## src/rtl/later_data_csc_encoder_if.sv

```systemverilog
// Handshake bundle between the dense INT-8 producer, the CSC encoder and the destination spad.
interface later_data_csc_encoder_if #(
    parameter int unsigned DATA_WIDTH  = 8,
    parameter int unsigned COUNT_WIDTH = 4,
    parameter int unsigned ADDR_WIDTH  = 7
);
    logic                               start;
    logic [COUNT_WIDTH-1:0]             cfg_row_max;
    logic                               in_valid;
    logic                               in_ready;
    logic [DATA_WIDTH-1:0]              in_data;
    logic                               in_last;
    logic                               out_valid;
    logic                               out_ready;
    logic [DATA_WIDTH+COUNT_WIDTH-1:0]  out_data;
    logic                               addr_valid;
    logic [ADDR_WIDTH-1:0]              addr_data;
    logic                               done;
    logic                               overflow;
    logic                               busy;

    modport master (
        output start, cfg_row_max, in_valid, in_data, in_last, out_ready,
        input  in_ready, out_valid, out_data, addr_valid, addr_data, done, overflow, busy
    );

    modport slave (
        input  start, cfg_row_max, in_valid, in_data, in_last, out_ready,
        output in_ready, out_valid, out_data, addr_valid, addr_data, done, overflow, busy
    );
endinterface

```

## src/rtl/later_data_csc_encoder.sv

```systemverilog
// Compresses a column-major dense INT-8 matrix into CSC words {data,row} for a spad,
// reporting column end pointers and closing each matrix with a zero terminator word.
module later_data_csc_encoder #(
    parameter int unsigned SPAD_DEPTH  = 100,
    parameter int unsigned DATA_WIDTH  = 8,
    parameter int unsigned COUNT_WIDTH = 4
) (
    input  logic                    clk_i,
    input  logic                    rst_ni,
    later_data_csc_encoder_if.slave bus
);
    localparam int unsigned ADDR_WIDTH = $clog2(SPAD_DEPTH);
    localparam int unsigned WORD_WIDTH = DATA_WIDTH + COUNT_WIDTH;
    // One spad slot is always kept back for the terminator.
    localparam logic [ADDR_WIDTH-1:0] NZ_MAX = ADDR_WIDTH'(SPAD_DEPTH - 1);

    typedef enum logic [1:0] {
        IDLE   = 2'd0,
        ENCODE = 2'd1,
        TERM   = 2'd2
    } state_e;

    state_e                 state_q, state_d;
    logic [COUNT_WIDTH-1:0] row_max_q, row_max_d;
    logic [COUNT_WIDTH-1:0] row_cnt_q, row_cnt_d;
    logic [ADDR_WIDTH-1:0]  nz_cnt_q, nz_cnt_d;
    logic                   out_valid_q, out_valid_d;
    logic [WORD_WIDTH-1:0]  out_data_q, out_data_d;
    logic                   addr_valid_q, addr_valid_d;
    logic [ADDR_WIDTH-1:0]  addr_data_q, addr_data_d;
    logic                   done_q, done_d;
    logic                   overflow_q, overflow_d;
    logic                   term_pend_q, term_pend_d;

    logic in_ready_c;
    logic in_fire_c;
    logic out_fire_c;
    logic col_end_c;
    logic nonzero_c;

    // The output register may be refilled in the same cycle its word is taken.
    assign in_ready_c = (state_q == ENCODE) & (~out_valid_q | bus.out_ready);
    assign in_fire_c  = bus.in_valid & in_ready_c;
    assign out_fire_c = out_valid_q & bus.out_ready;
    assign col_end_c  = (row_cnt_q == row_max_q) | bus.in_last;
    assign nonzero_c  = (bus.in_data != '0);

    always_comb begin
        state_d      = state_q;
        row_max_d    = row_max_q;
        row_cnt_d    = row_cnt_q;
        nz_cnt_d     = nz_cnt_q;
        out_valid_d  = out_valid_q & ~bus.out_ready;
        out_data_d   = out_data_q;
        addr_valid_d = 1'b0;
        addr_data_d  = addr_data_q;
        done_d       = 1'b0;
        overflow_d   = overflow_q;
        term_pend_d  = term_pend_q;

        unique case (state_q)
            IDLE: begin
                if (bus.start) begin
                    row_max_d   = bus.cfg_row_max;
                    row_cnt_d   = '0;
                    nz_cnt_d    = '0;
                    overflow_d  = 1'b0;
                    term_pend_d = 1'b0;
                    state_d     = ENCODE;
                end
            end
            ENCODE: begin
                if (in_fire_c) begin
                    if (nonzero_c) begin
                        if (nz_cnt_q != NZ_MAX) begin
                            out_valid_d = 1'b1;
                            out_data_d  = {bus.in_data, row_cnt_q};
                            nz_cnt_d    = nz_cnt_q + ADDR_WIDTH'(1);
                        end else begin
                            overflow_d = 1'b1;
                        end
                    end
                    row_cnt_d = col_end_c ? '0 : row_cnt_q + COUNT_WIDTH'(1);
                    if (col_end_c) begin
                        addr_valid_d = 1'b1;
                        addr_data_d  = nz_cnt_d;
                    end
                    if (bus.in_last) begin
                        term_pend_d = 1'b1;
                        state_d     = TERM;
                    end
                end
            end
            TERM: begin
                // First queue the terminator, then wait for the spad to take it.
                if (term_pend_q) begin
                    if (~out_valid_q | bus.out_ready) begin
                        out_valid_d = 1'b1;
                        out_data_d  = '0;
                        term_pend_d = 1'b0;
                    end
                end else if (out_fire_c) begin
                    done_d  = 1'b1;
                    state_d = IDLE;
                end
            end
            default: state_d = IDLE;
        endcase
    end

    always_ff @(posedge clk_i or negedge rst_ni) begin
        if (!rst_ni) begin
            state_q      <= IDLE;
            row_max_q    <= '0;
            row_cnt_q    <= '0;
            nz_cnt_q     <= '0;
            out_valid_q  <= 1'b0;
            out_data_q   <= '0;
            addr_valid_q <= 1'b0;
            addr_data_q  <= '0;
            done_q       <= 1'b0;
            overflow_q   <= 1'b0;
            term_pend_q  <= 1'b0;
        end else begin
            state_q      <= state_d;
            row_max_q    <= row_max_d;
            row_cnt_q    <= row_cnt_d;
            nz_cnt_q     <= nz_cnt_d;
            out_valid_q  <= out_valid_d;
            out_data_q   <= out_data_d;
            addr_valid_q <= addr_valid_d;
            addr_data_q  <= addr_data_d;
            done_q       <= done_d;
            overflow_q   <= overflow_d;
            term_pend_q  <= term_pend_d;
        end
    end

    assign bus.in_ready   = in_ready_c;
    assign bus.out_valid  = out_valid_q;
    assign bus.out_data   = out_data_q;
    assign bus.addr_valid = addr_valid_q;
    assign bus.addr_data  = addr_data_q;
    assign bus.done       = done_q;
    assign bus.overflow   = overflow_q;
    assign bus.busy       = (state_q != IDLE);
endmodule

```

## src/flat_wrapper.sv

```systemverilog
// flat-port wrapper written by rule: the top's interface ports become plain ports
module later_data_csc_encoder_flat 
#(
    parameter int unsigned SPAD_DEPTH  = 100,
    parameter int unsigned DATA_WIDTH  = 8,
    parameter int unsigned COUNT_WIDTH = 4
)
  (clk_i, rst_ni, bus_start, bus_cfg_row_max, bus_in_valid, bus_in_data, bus_in_last, bus_out_ready, bus_in_ready, bus_out_valid, bus_out_data, bus_addr_valid, bus_addr_data, bus_done, bus_overflow, bus_busy);
  later_data_csc_encoder_if #(.DATA_WIDTH(DATA_WIDTH), .COUNT_WIDTH(COUNT_WIDTH), .ADDR_WIDTH(7)) bus_i ();
  input  logic clk_i;
  input  logic rst_ni;
  input wire logic [$bits(bus_i.start)-1:0] bus_start;
  input wire logic [$bits(bus_i.cfg_row_max)-1:0] bus_cfg_row_max;
  input wire logic [$bits(bus_i.in_valid)-1:0] bus_in_valid;
  input wire logic [$bits(bus_i.in_data)-1:0] bus_in_data;
  input wire logic [$bits(bus_i.in_last)-1:0] bus_in_last;
  input wire logic [$bits(bus_i.out_ready)-1:0] bus_out_ready;
  output wire logic [$bits(bus_i.in_ready)-1:0] bus_in_ready;
  output wire logic [$bits(bus_i.out_valid)-1:0] bus_out_valid;
  output wire logic [$bits(bus_i.out_data)-1:0] bus_out_data;
  output wire logic [$bits(bus_i.addr_valid)-1:0] bus_addr_valid;
  output wire logic [$bits(bus_i.addr_data)-1:0] bus_addr_data;
  output wire logic [$bits(bus_i.done)-1:0] bus_done;
  output wire logic [$bits(bus_i.overflow)-1:0] bus_overflow;
  output wire logic [$bits(bus_i.busy)-1:0] bus_busy;
  assign bus_i.start = bus_start;
  assign bus_i.cfg_row_max = bus_cfg_row_max;
  assign bus_i.in_valid = bus_in_valid;
  assign bus_i.in_data = bus_in_data;
  assign bus_i.in_last = bus_in_last;
  assign bus_i.out_ready = bus_out_ready;
  assign bus_in_ready = bus_i.in_ready;
  assign bus_out_valid = bus_i.out_valid;
  assign bus_out_data = bus_i.out_data;
  assign bus_addr_valid = bus_i.addr_valid;
  assign bus_addr_data = bus_i.addr_data;
  assign bus_done = bus_i.done;
  assign bus_overflow = bus_i.overflow;
  assign bus_busy = bus_i.busy;
  later_data_csc_encoder #(.SPAD_DEPTH(SPAD_DEPTH), .DATA_WIDTH(DATA_WIDTH), .COUNT_WIDTH(COUNT_WIDTH)) u_core (.clk_i(clk_i), .rst_ni(rst_ni), .bus(bus_i));
endmodule
```

## config.mk

```make
export PLATFORM = sky130hd
export DESIGN_NAME = later_data_csc_encoder_flat
export DESIGN_NICKNAME = d
export VERILOG_FILES = /design/src/rtl/later_data_csc_encoder_if.sv /design/src/rtl/later_data_csc_encoder.sv /design/src/flat_wrapper.sv
export SDC_FILE = /design/constraint.sdc
export NUM_CORES = 1
export LEC_CHECK = 0
export ABC_AREA = 1
export CAP_MARGIN = 10
export CORE_MARGIN = 5
export CORE_UTILIZATION = 47
export DETAILED_ROUTE_END_ITERATION = 12
export GPL_TIMING_DRIVEN = 0
export PLACE_DENSITY = 0.76
export SYNTH_ARGS = -nofsm -noshare
export SYNTH_HDL_FRONTEND = slang
export SYNTH_SLANG_ARGS = --single-unit
```

## constraint.sdc

```tcl
create_clock -name clk_i -period 1.64 [get_ports clk_i]
set_input_delay 0.492 -clock clk_i [delete_from_list [all_inputs] [get_ports clk_i]]
set_output_delay 0.492 -clock clk_i [all_outputs]
set_load 0.01 [all_outputs]
```

==> results of run 1 <==
==> metal layers <==
layer,routed length (um),GRT usage [%],vias up
met5,0,0,-
met4,90,4.73,0
met3,283,4.32,12
met2,3010,30.0,55
met1,2530,22.6,1046
li1,-,-,1125
==> critical path: stages (launching register included) <==
cell      delay [ns]
dfrtp_1         0.40
buf_6           0.12
ha_4            0.14
clkinv_4        0.06
nor2_4          0.09
buf_6           0.11
==> timing repair <==
item	in CTS	in global routing
gates cloned	0	1
setup endpoints to repair	45	37
gates resized for setup	46	45
pin swaps	6	9
buffers inserted	13	9
==> power groups by stage <==
stage / Clock (mW) / Combinational (mW) / Sequential (mW)
6_report: 0.844 / 3.19 / 1.43
2_1_floorplan: 0 / 1.55 / 1.50
3_3_place_gp: 0 / 2.33 / 1.45
3_5_place_dp: 0 / 2.36 / 1.46
5_1_grt: 0.915 / 3.46 / 1.47
4_1_cts: 0.859 / 2.62 / 1.43
==> sequential cells by signal (all words and copies together) (netlist names) <==
| register | flops |
|---|---|
| u_core.bus.addr_data | 7 |
| u_core.bus.addr_valid | 1 |
| u_core.bus.done | 1 |
| u_core.bus.out_data | 12 |
| u_core.bus.out_valid | 1 |
| u_core.bus.overflow | 1 |
| u_core.nz_cnt_q | 7 |
| u_core.row_cnt_q | 4 |
| u_core.row_max_q | 4 |
| u_core.state_q | 2 |
| u_core.term_pend_q | 1 |
==> placed cells by master (no fill, tap or decap), drive strengths merged <==
master	instances
nand2	137
dfrtp	41
inv	35
nor2	34
buf	32
o21ai	24
dlygate4sd2	23
clkdlybuf4s50	15
nand3	15
clkbuf	7
ha	7
a21oi	6
nand4	3
nor3	2
nand3b	2
o21a	2
clkinv	2
dlygate4sd1	1
xor2	1
bufinv	1
dlymetal6s2s	1
==> worst paths after layout <==
| check | startpoint | slack (ns) | to |
|---|---|---|---|
| max reg2reg | u_core.state_q[0]$_DFFE_PN0P_ | -0.05 | u_core.bus.out_data[7]$_DFFE_PN0P_ |
| min reg2reg | u_core.bus.out_data[10]$_DFFE_PN0P_ | 0.47 | u_core.bus.out_data[10]$_DFFE_PN0P_ |
| max | u_core.state_q[0]$_DFFE_PN0P_ | -0.06 | bus_in_ready |
| min in group clk_i | u_core.bus.out_data[10]$_DFFE_PN0P_ | 0.47 | u_core.bus.out_data[10]$_DFFE_PN0P_ |
| min | rst_ni | 0.17 | u_core.bus.addr_data[3]$_DFFE_PN0P_ |
| max in group asynchronous | rst_ni | 0.99 | u_core.nz_cnt_q[3]$_DFFE_PN0P_ |
==> cell type report <==
cell class	count	area share [%]
Multi-Input combinational cell	233	38.7
Sequential cell	41	30.6
Timing Repair Buffer	66	18.2
Inverter	37	4.63
Tap cell	70	2.61
Clock buffer	7	2.58
Buffer	6	1.75
Clock inverter	1	0.896
==> logic make-up after synthesis <==
family / Yosys count / synth area share [%]
flip-flops: 41 / 43.0
AND/OR/NAND/NOR: 193 / 36.6
AO/OA/AOI/OAI: 32 / 7.72
adder cells (fa/ha/maj): 7 / 3.67
buffers and inverters: 44 / 8.61
XOR/XNOR: 1 / 0.368
==> flow_metrics.env, run 1 <==
export IMPL_relSlewSlack_pct=65.0
export IMPL_core_area_sq_um=5010
export IMPL_viasPerCell=4.85
export IMPL_rows=26
export IMPL_synth_area_leaders="dfrtp_1 43%, nand2_1 20%, inv_1 5.2%, nor2_1 4.1%, o21ai_0 4.0%"
export IMPL_synth_cells=318
export IMPL_fin_util_pct=66.9
export IMPL_leakage_nw=1.81
export IMPL_ir_drop_mv=1.04
export IMPL_syn_nets=343
export IMPL_final_cell_area_sq_um=3350
export IMPL_setup_tns_final_ns=-0.422
export IMPL_regArea_sq_um=1030
export IMPL_overflow=0
export IMPL_power_mw=5.46
export IMPL_grt_use_total_pct=17.7
export IMPL_crit_arrival_ns=1.21
export IMPL_synth_ff_type="dfrtp_1"
export IMPL_synth_edff_count=0
export IMPL_placedInstanceArea_sq_um=2910
export IMPL_finalCritPeriodShare_pct=104
export IMPL_violations="negative setup slack"
export IMPL_synth_most_common_cell="nand2_1"
export IMPL_place_inst=431
export IMPL_setup_violations=13
export IMPL_power_internal_mw=3.18
export IMPL_synth_top_area_share_pct=43.0
export IMPL_drt_pass1_iterations=4
export IMPL_antenna_found_initial=0
export IMPL_clock_path_buffers=2
export IMPL_area_growth_pct=40.6
export IMPL_ios=43
export IMPL_cp_end_kind="primary output"
export IMPL_worst_pin_slew_ns=0.525
export IMPL_r2r_cells=9
export IMPL_cp_max_fo=2
export IMPL_holdBufCountCts=0
export IMPL_pre_cts_ws_ns=-0.681
export IMPL_sw_frac_of_total_pct=41.9
export IMPL_min_path_type="in2async"
export IMPL_die_w_um=81.2
export IMPL_clock_skew_ns=0.00565
export IMPL_drt_iter0_markers=169
export IMPL_ant_nets=0
export IMPL_fin_hold_ws_ns=0.173
export IMPL_post_route_min_period_ns=1.70
export IMPL_worst_setup_path_start_kind="register"
export IMPL_insertion_delay_ns=0.29
export IMPL_grt_first_pass_wirelength_um=9000
export IMPL_final_max_slew_viol_count=0
export IMPL_syn_avg_cell_area_sq_um=7.50
export IMPL_yosysWarningCount=0
export IMPL_wirelength_um=5910
export IMPL_path_class="reg2out"
export IMPL_instances_no_fill=461
export IMPL_fillers=425
export IMPL_combPwrFrac_pct=58.3
export IMPL_finalHoldViolations=0
export IMPL_p_per_area_nw_per_um2=1630
export IMPL_htreeDepth=2
export IMPL_root_buffer="clkbuf_8"
export IMPL_numCtsBuffers=5
export IMPL_required_ns=1.15
export IMPL_status="complete, but fails checks"
export IMPL_diodes=0
export IMPL_yosysSeqAreaShare_pct=43.0
export IMPL_drc_errors=0
export IMPL_clock_power_share_pct=15.4
export IMPL_cts_sinks=41
export IMPL_async_reset_ff_share_pct=100
export IMPL_multi_input_area_sq_um=1300
export IMPL_setup_ws_ns=-0.0583
export IMPL_synth_distinct_cells=30
export IMPL_synth_common_cells="125 x nand2_1, 41 x dfrtp_1, 33 x inv_1"
export IMPL_vias=2238
export IMPL_power_switching_mw=2.29
export IMPL_port_buffers=42
export IMPL_drive_gt1_share_pct=24.3
export IMPL_syn_area_sq_um=2380
export IMPL_wl_per_cell_um=12.8
export IMPL_grt_pass1_vias=2003
export IMPL_ys_ff_latch=41
export IMPL_cts_tree="built"
export IMPL_place_gp_congestion=0.867
export IMPL_rsz0062_at_grt="yes"
export IMPL_grt_max_degree=23
export IMPL_seqPwrFrac_pct=26.2
export IMPL_max_freq_mhz=589
export IMPL_yosysTopAreaCell="dfrtp_1"
export IMPL_die_area_sq_um=6600
export IMPL_drv_cap=0
export IMPL_die_h_um=81.2
export IMPL_initial_core_util_pct=47.6
export IMPL_nets=415
export IMPL_hpwl_um=3710
export IMPL_path_clk_slew_ns=0.08
Note: power is estimated with default switching activity, not from simulation.
==> inputs of run 2 (changes only) <==
- CAP_MARGIN: 10 -> 20
- CORE_UTILIZATION: 47 -> 45
- PLACE_DENSITY: 0.76 -> 0.73
==> run 2 against run 1 <==
  * Critical endpoint unchanged
  * The run still ends with negative setup slack left
  * Highest routed layer unchanged
  * Critical path type unchanged
  * Utilization fell by 0.79 points
  * Clock power fell by 5.0%
  * Worst setup slack improved by 0.00074 ns
  * Clock-buffer cell count fell by 2
  * Register-to-register slack barely moved
==> flow_metrics.env, run 2 (same netlist as run 1, synthesis figures left out) <==
export IMPL_viasPerCell=4.98
export IMPL_overflow=0
export IMPL_post_route_min_period_ns=1.70
export IMPL_holdBufCountCts=0
export IMPL_drive_gt1_share_pct=25.1
export IMPL_r2r_start="u_core.state_q[1]$_DFFE_PN0P_"
export IMPL_root_buffer="clkbuf_8"
export IMPL_p_per_area_nw_per_um2=1670
export IMPL_place_inst=431
export IMPL_violations="negative setup slack"
export IMPL_drv_cap=0
export IMPL_insertion_delay_ns=0.30
export IMPL_final_max_slew_viol_count=0
export IMPL_placedInstanceArea_sq_um=2910
export IMPL_die_area_sq_um=6850
export IMPL_drc_errors=0
export IMPL_hpwl_um=3850
export IMPL_wirelength_um=6110
export IMPL_area_growth_pct=42.6
export IMPL_setup_violations=6
export IMPL_cp_max_fo=2
export IMPL_fin_util_pct=66.1
export IMPL_path_class="reg2out"
export IMPL_rrSetupSlack_ns=-0.05
export IMPL_largest_reg_flops=12
export IMPL_port_buffers=42
export IMPL_vias=2297
export IMPL_numCtsBuffers=5
export IMPL_die_h_um=82.8
export IMPL_ant_nets=0
export IMPL_layout_common_cells="116 x nand2_1, 40 x dfrtp_1, 29 x inv_1"
export IMPL_crit_arrival_ns=1.21
export IMPL_grt_max_degree=22
export IMPL_cts_sinks=41
export IMPL_grt_use_total_pct=18.8
export IMPL_max_freq_mhz=589
export IMPL_leakage_nw=1.84
export IMPL_ir_drop_mv=1.11
export IMPL_nets=416
export IMPL_drt_iter0_markers=125
export IMPL_place_gp_congestion=0.852
export IMPL_worst_pin_slew_ns=0.525
export IMPL_finalCritPeriodShare_pct=104
export IMPL_final_cell_area_sq_um=3400
export IMPL_diodes=0
export IMPL_htreeDepth=2
export IMPL_worst_setup_path_start_kind="register"
export IMPL_finalHoldViolations=0
export IMPL_cts_tree="built"
export IMPL_final_common_cell="nand2_1"
export IMPL_path_clk_slew_ns=0.08
export IMPL_setup_ws_ns=-0.0575
export IMPL_required_ns=1.15
export IMPL_multi_input_area_sq_um=1320
export IMPL_clock_skew_ns=0.00588
export IMPL_clock_path_buffers=2
export IMPL_relSlewSlack_pct=65.0
export IMPL_cp_startpoint="u_core.state_q[1]$_DFFE_PN0P_"
export IMPL_initial_core_util_pct=46.4
export IMPL_fillers=455
export IMPL_grt_pass1_vias=2163
export IMPL_pre_cts_ws_ns=-0.683
export IMPL_min_path_type="in2async"
export IMPL_cp_end_kind="primary output"
export IMPL_grt_first_pass_wirelength_um=9760
export IMPL_core_area_sq_um=5140
export IMPL_drt_pass1_iterations=4
export IMPL_power_mw=5.66
export IMPL_die_w_um=82.8
export IMPL_wl_per_cell_um=13.3
export IMPL_rows=26
export IMPL_regArea_sq_um=1030
export IMPL_setup_tns_final_ns=-0.228
export IMPL_antenna_found_initial=0
export IMPL_fin_hold_ws_ns=0.162
export IMPL_rsz0062_at_grt="yes"
export IMPL_ios=43
export IMPL_instances_no_fill=461
export IMPL_status="complete, but fails checks"
run 2: final timing paths:
kind / to / cells after the start
worst min register to register: u_core.bus.addr_data[1]$_DFFE_PN0P_ / 2
worst min-delay path: u_core.bus.out_valid$_DFF_PN0_ / 1
worst max-delay path: bus_in_ready / 5
worst max register to register: u_core.row_cnt_q[0]$_DFFE_PN0P_ / 11
min in group clk_i: u_core.bus.addr_data[1]$_DFFE_PN0P_ / 2
max in group asynchronous: u_core.bus.out_data[9]$_DFFE_PN0P_ / 2
run 2: timing repair:
| action | 4_1_cts | 5_1_grt |
|---|---|---|
| gates resized for setup | 56 | 50 |
| pin swaps | 7 | 18 |
| gates cloned | 2 | 1 |
| setup buffers | 15 | 6 |
| endpoints found under the setup margin | 46 | 36 |
run 2: critical path, cell delays in order (launching register included):
cell and delay (ns):
dfrtp_1 0.39, inv_2 0.11, ha_4 0.19, inv_8 0.04, nor2_4 0.08, buf_6 0.10
run 2: metal layers:
| layer | track usage [%] | vias up | routed length (um) |
|---|---|---|---|
| li1 | - | 1130 | - |
| met1 | 22.7 | 1090 | 2500 |
| met2 | 33.6 | 66 | 3140 |
| met3 | 3.78 | 11 | 386 |
| met4 | 5.39 | 0 | 85 |
| met5 | 0 | - | 0 |
run 2: where the power goes:
group,leakage [nW],switching [mW],total (mW),internal [mW]
clock,0.0540,0.359,0.802,0.443
combinational,1.24,1.88,3.42,1.54
sequential,0.545,0.160,1.44,1.28
run 2: area by class of cell:
| cell class | count | share of cell area, % |
|---|---|---|
| plain buffers | 6 | 1.62 |
| clock buffers | 5 | 2.03 |
| clock inverters | 2 | 1.03 |
| inverters | 37 | 4.57 |
| multi-input cells | 233 | 38.9 |
| flip-flops and latches | 41 | 30.2 |
| well taps | 70 | 2.58 |
| repair buffers | 66 | 18.9 |
| repair inverters | 1 | 0.184 |
